--- src/rtl/traffic_light_monitor.sv ---
// Passive monitor for traffic light controller outputs: decodes the phase, tracks dwell and cycles, and flags sticky errors.
// Optional starvation checker enabled by defining TRAFFIC_MON_STARVE_CHK_EN.
module traffic_light_monitor #(
    parameter int CNT_W       = 8,
    parameter int MAX_DWELL   = 1,
    parameter int CAR_TIMEOUT = 8
) (
    input  logic             i_clk,
    input  logic             i_reset,
    input  logic             i_red,
    input  logic             i_yellow,
    input  logic             i_green,
    input  logic             i_car,
    input  logic             i_clear_err,
    output logic [1:0]       o_phase,
    output logic [CNT_W-1:0] o_dwell,
    output logic [CNT_W-1:0] o_cycle_cnt,
    output logic [3:0]       o_err_code,
    output logic             o_err
);

    typedef enum logic [1:0] {
        PH_SYNC   = 2'd0,
        PH_RED    = 2'd1,
        PH_YELLOW = 2'd2,
        PH_GREEN  = 2'd3
    } phase_t;

    localparam logic [CNT_W-1:0] DWELL_MAX_VAL = {CNT_W{1'b1}};
    localparam logic [CNT_W-1:0] DWELL_LIMIT   = CNT_W'(MAX_DWELL);
    localparam logic [CNT_W-1:0] DWELL_ONE     = CNT_W'(1);

    // Stage 1: input sample registers
    logic [2:0] lights_reg;
    logic       car_reg;
    logic       valid_reg;

    always_ff @(posedge i_clk) begin
        if (i_reset) begin
            lights_reg <= 3'b000;
            car_reg    <= 1'b0;
            valid_reg  <= 1'b0;
        end else begin
            lights_reg <= {i_red, i_yellow, i_green};
            car_reg    <= i_car;
            valid_reg  <= 1'b1;
        end
    end

    logic   code_ok;
    phase_t code_phase;

    always_comb begin
        code_ok    = 1'b1;
        code_phase = PH_SYNC;
        case (lights_reg)
            3'b100:  code_phase = PH_RED;
            3'b010:  code_phase = PH_YELLOW;
            3'b001:  code_phase = PH_GREEN;
            default: code_ok    = 1'b0;
        endcase
    end

    // Stage 2: phase tracking state
    phase_t           phase_reg, phase_next;
    logic [CNT_W-1:0] dwell_reg, dwell_next;
    logic [CNT_W-1:0] cycle_reg, cycle_next;
    logic             car_last_reg, car_last_next;
    logic [3:0]       err_code_reg, err_code_next;
    logic             err_reg;
    logic [2:0]       err_found;
    logic             starve_hit;
    logic [CNT_W-1:0] dwell_inc;
    logic             step_legal;

    assign dwell_inc = (dwell_reg == DWELL_MAX_VAL) ? dwell_reg : dwell_reg + DWELL_ONE;

    always_comb begin
        step_legal = 1'b0;
        case (phase_reg)
            PH_RED:    step_legal = (code_phase == PH_YELLOW) && car_last_reg;
            PH_YELLOW: step_legal = (code_phase == PH_GREEN);
            PH_GREEN:  step_legal = (code_phase == PH_RED);
            default:   step_legal = 1'b0;
        endcase
    end

    always_comb begin
        phase_next    = phase_reg;
        dwell_next    = dwell_reg;
        cycle_next    = cycle_reg;
        car_last_next = car_last_reg;
        err_found     = 3'b000;
        if (valid_reg) begin
            car_last_next = car_reg;
            if (!code_ok) begin
                err_found[0] = 1'b1;
                dwell_next   = dwell_inc;
            end else if (phase_reg == PH_SYNC) begin
                phase_next = code_phase;
                dwell_next = DWELL_ONE;
            end else if (code_phase == phase_reg) begin
                dwell_next = dwell_inc;
                if ((phase_reg == PH_YELLOW || phase_reg == PH_GREEN) && dwell_reg == DWELL_LIMIT)
                    err_found[2] = 1'b1;
            end else begin
                // Illegal changes still resync so later checks track the real lights
                phase_next = code_phase;
                dwell_next = DWELL_ONE;
                if (!step_legal)
                    err_found[1] = 1'b1;
                else if (phase_reg == PH_GREEN)
                    cycle_next = cycle_reg + DWELL_ONE;
            end
        end
    end

`ifdef TRAFFIC_MON_STARVE_CHK_EN
    localparam int STARVE_W = $clog2(CAR_TIMEOUT + 2);
    localparam logic [STARVE_W-1:0] STARVE_AT  = STARVE_W'(CAR_TIMEOUT);
    localparam logic [STARVE_W-1:0] STARVE_SAT = STARVE_W'(CAR_TIMEOUT + 1);

    logic [STARVE_W-1:0] starve_cnt_reg, starve_cnt_next;

    always_comb begin
        starve_cnt_next = starve_cnt_reg;
        starve_hit      = 1'b0;
        if (valid_reg) begin
            if (phase_next == PH_RED && car_reg) begin
                if (starve_cnt_reg != STARVE_SAT)
                    starve_cnt_next = starve_cnt_reg + STARVE_W'(1);
                if (starve_cnt_reg == STARVE_AT)
                    starve_hit = 1'b1;
            end else begin
                starve_cnt_next = '0;
            end
        end
    end

    always_ff @(posedge i_clk) begin
        if (i_reset)
            starve_cnt_reg <= '0;
        else
            starve_cnt_reg <= starve_cnt_next;
    end
`else
    logic [31:0] unused_car_timeout;
    assign unused_car_timeout = CAR_TIMEOUT;
    assign starve_hit         = 1'b0;
`endif

    // A fresh error survives a simultaneous clear; older bits do not
    assign err_code_next = (i_clear_err ? 4'b0000 : err_code_reg) | {starve_hit, err_found};

    always_ff @(posedge i_clk) begin
        if (i_reset) begin
            phase_reg    <= PH_SYNC;
            dwell_reg    <= '0;
            cycle_reg    <= '0;
            car_last_reg <= 1'b0;
            err_code_reg <= 4'b0000;
            err_reg      <= 1'b0;
        end else begin
            phase_reg    <= phase_next;
            dwell_reg    <= dwell_next;
            cycle_reg    <= cycle_next;
            car_last_reg <= car_last_next;
            err_code_reg <= err_code_next;
            err_reg      <= |err_code_next;
        end
    end

    assign o_phase     = phase_reg;
    assign o_dwell     = dwell_reg;
    assign o_cycle_cnt = cycle_reg;
    assign o_err_code  = err_code_reg;
    assign o_err       = err_reg;

endmodule

--- config.mk ---
export PLATFORM = sky130hd
export DESIGN_NAME = traffic_light_monitor
export DESIGN_NICKNAME = d
export VERILOG_FILES = /design/src/rtl/traffic_light_monitor.sv
export SDC_FILE = /design/constraint.sdc
export NUM_CORES = 1
export LEC_CHECK = 0
export ABC_AREA = 1
export CAP_MARGIN = 30
export CORE_MARGIN = 5
export CORE_UTILIZATION = 43
export CTS_CLUSTER_SIZE = 8
export DETAILED_ROUTE_END_ITERATION = 8
export PLACE_DENSITY = 0.67
export RECOVER_POWER = 100
export SKIP_LAST_GASP = 1
export SLEW_MARGIN = 30
export SYNTH_ARGS = -nofsm -noshare
export SYNTH_HDL_FRONTEND = slang
export SYNTH_SLANG_ARGS = --single-unit
--- constraint.sdc ---
create_clock -name i_clk -period 2.1 [get_ports i_clk]
set_input_delay 0.525 -clock i_clk [delete_from_list [all_inputs] [get_ports i_clk]]
set_output_delay 0.525 -clock i_clk [all_outputs]
set_load 0.005 [all_outputs]
==> impl_metrics.yaml <==
critical_path:
  required_ns: 1.57
  worstPathCellList: "dlygate4sd3_1"
  r2r-end: "o_cycle_cnt[2]"
  max_stage_delay_ns: 0.62
  end_kind: "output port"
  cp_num_buf_inv: 1
  reg2reg_slack_ns: 0.55
  path_max_fanout: 8
  reg2regPathDepth: 7
  critPathLaunchType: "flip-flop"
  cp_data_arrival_time_ns: 1.38
  reg2reg_from: "lights_reg[0]"
  critical_path.slowest_cell: "dlygate4sd3_1"
  cp_top_family: "buffers and inverters"
  path_class: "reg2out"
cts:
  cts_resized: 0
  cts_tree: "done"
  cts-root-buf: "clkbuf_8"
  cts.clk_slew.worst_paths_ns: 0.06
  cts_hold_buf: 0
  htree_levels: 2
  postCtsSetupRepairBufs: 0
  numCtsBuffers: 5
  cts.sinks: 29
  ctsLongestPathBuffers: 2
  clock_latency_ns: 0.28
final_layout:
  final_cell_mix: "nand2_1, inv_1, dfxtp_1"
  multi_input_area_um2: 953
  syn2layout_area_growth_pct: 26.2
  fill_cells: 394
  num_antenna_cells: 0
  final_cell_area_um2: 2150
  register_area_um2: 581
  final_layout_size_suffix_gt1_frac: 0.148
  layout.nets: 286
  final_common_cell: "nand2_1"
  fin_util: 0.574
floorplanning:
  pin_count: 30
  start_util: 0.455
  rows: 22
  design.die.area_um2: 5320
  core_um2: 3740
  die_y_um: 72.9
  die_x_um: 72.9
route:
  drtAntennaViolNets: 0
  via_count: 1505
  post_drt_wl_per_cell_um: 10.7
  drtIter0Drc: 69
  viasPerCell: 4.63
  drtPass1Iterations: 4
  drc_errors: 0
  wirelength_um: 3470
timing:
  clock_skew_ns: 0.00713
  timing.slew.headroom: 0.379
  setup-tns-final_ns: 0
  worst_slew_pin_slew_ns: 0.932
  max_freq_mhz: 524
  hold_viol_final: 0
  rsz0062_at_grt: "false"
  worst_slack_ns: 0.193
  period_share: 0.908
  final-setup-viol-count: 0
  period_needed_ns: 1.91
  slew_violations: 0
synth:
  synth_cell_types: 28
  yosysWarnings: 0
  syn_inst: 241
  seq_area_frac_synth: 0.341
  yosys_register_bits: 29
  syn-cell-area_um2: 1700
  synthesis.nets: 251
  avgSynthCellArea_um2: 7.06
global_route:
  grt-ovfl-total: 0
  antenna_found_initial: 0
  grt_pass1_wl_um: 6130
  grt_pass1_vias: 1397
  grtUsageTotal: 0.146
  grt_max_degree: 21
worst_hold_path:
  hold_path_depth: 2
  hp-start: "car_last_reg"
  hold_path_end: "car_last_reg"
  hp-class: "reg2reg"
run:
  maxCapViolCount: 0
power:
  ir_worst_vdd_mv: 0.433
  p_per_area_nw_per_um2: 584
  power_mw: 1.25
  leakage_nw: 1.04
place:
  globalplace.congestion: 0.790
  port-buffer-count: 29
  dp_slack_ns: 0.508
  detailed_place.area_um2: 2060
  dpl.hpwl_um: 2670
outcome:
  status: "completed"
[metrics by stage]
stage | hold WS, ns | std cells
after CTS | 0.465 | 325
after detailed placement | 0.456 | 317
after global placement | 0.452 | 317
after floorplan | 0.424 | 241
after global routing | 0.490 | 325
final | 0.457 | 325
[kinds of logic after synthesis]
group	Yosys count	synth area share
fa+ha+maj	3	0.0221
simple gates	136	0.431
flops	29	0.341
compound gates	24	0.0757
buf+inv	42	0.0941
xor+xnor	7	0.0360
[tightest hold or removal path: stages (launching register included)]
cell	delay, ns
dfxtp_1	0.32
inv_1	0.05
a21oi_1	0.05
[report_power, final]
| part | total (mW) | switching, mW | internal [mW] |
|---|---|---|---|
| Sequential | 0.579 | 0.0138 | 0.565 |
| Combinational | 0.169 | 0.104 | 0.0652 |
| Clock | 0.506 | 0.210 | 0.296 |
| Total | 1.25 | 0.328 | 0.926 |
[area by class of cell]
class	instances	area share
tap	48	0.0280
clock inverter	1	0.00233
clock buffer	7	0.0449
inverter	38	0.0664
multi-input combinational	170	0.444
timing repair buffer	32	0.144
sequential	29	0.270
[cell usage after synthesis (all sizes together)]
master,instances,share of area
or2,1,0.0037
nor3,2,0.0059
nand3b,1,0.0044
nand3,24,0.11
nor2,23,0.065
clkbuf,2,0.0044
nand4,11,0.044
buf,2,0.0059
xor2,7,0.036
ha,3,0.022
and3,1,0.0037
inv,38,0.084
a31oi,1,0.0037
o21ai,6,0.020
dfxtp,29,0.34
nand2,73,0.20
a21oi,17,0.052
[routing by layer]
| metal | global-route usage | vias to the layer above | part of all wire |
|---|---|---|---|
| met5 | 0 | - | 0 |
| met4 | 0.0389 | 0 | 0.011 |
| met3 | 0.0455 | 7 | 0.044 |
| met2 | 0.228 | 30 | 0.46 |
| met1 | 0.193 | 630 | 0.49 |
| li1 | - | 838 | - |
[how the worst max path moves through the flow]
stage	depth (start not counted)	slack (ns)	start	to
2_1_floorplan	7	0.70	o_dwell[0]	o_dwell[0]
3_3_place_gp	1	0.55	o_phase[0]	o_phase[0]
3_5_place_dp	7	0.51	i_clear_err	o_err
4_1_cts	1	0.24	o_phase[0]	o_phase[0]
5_1_grt	1	0.13	o_phase[0]	o_phase[0]
6_report	1	0.19	o_phase[0]	o_phase[0]
No activity file was read; power rests on OpenSTA's default activity.
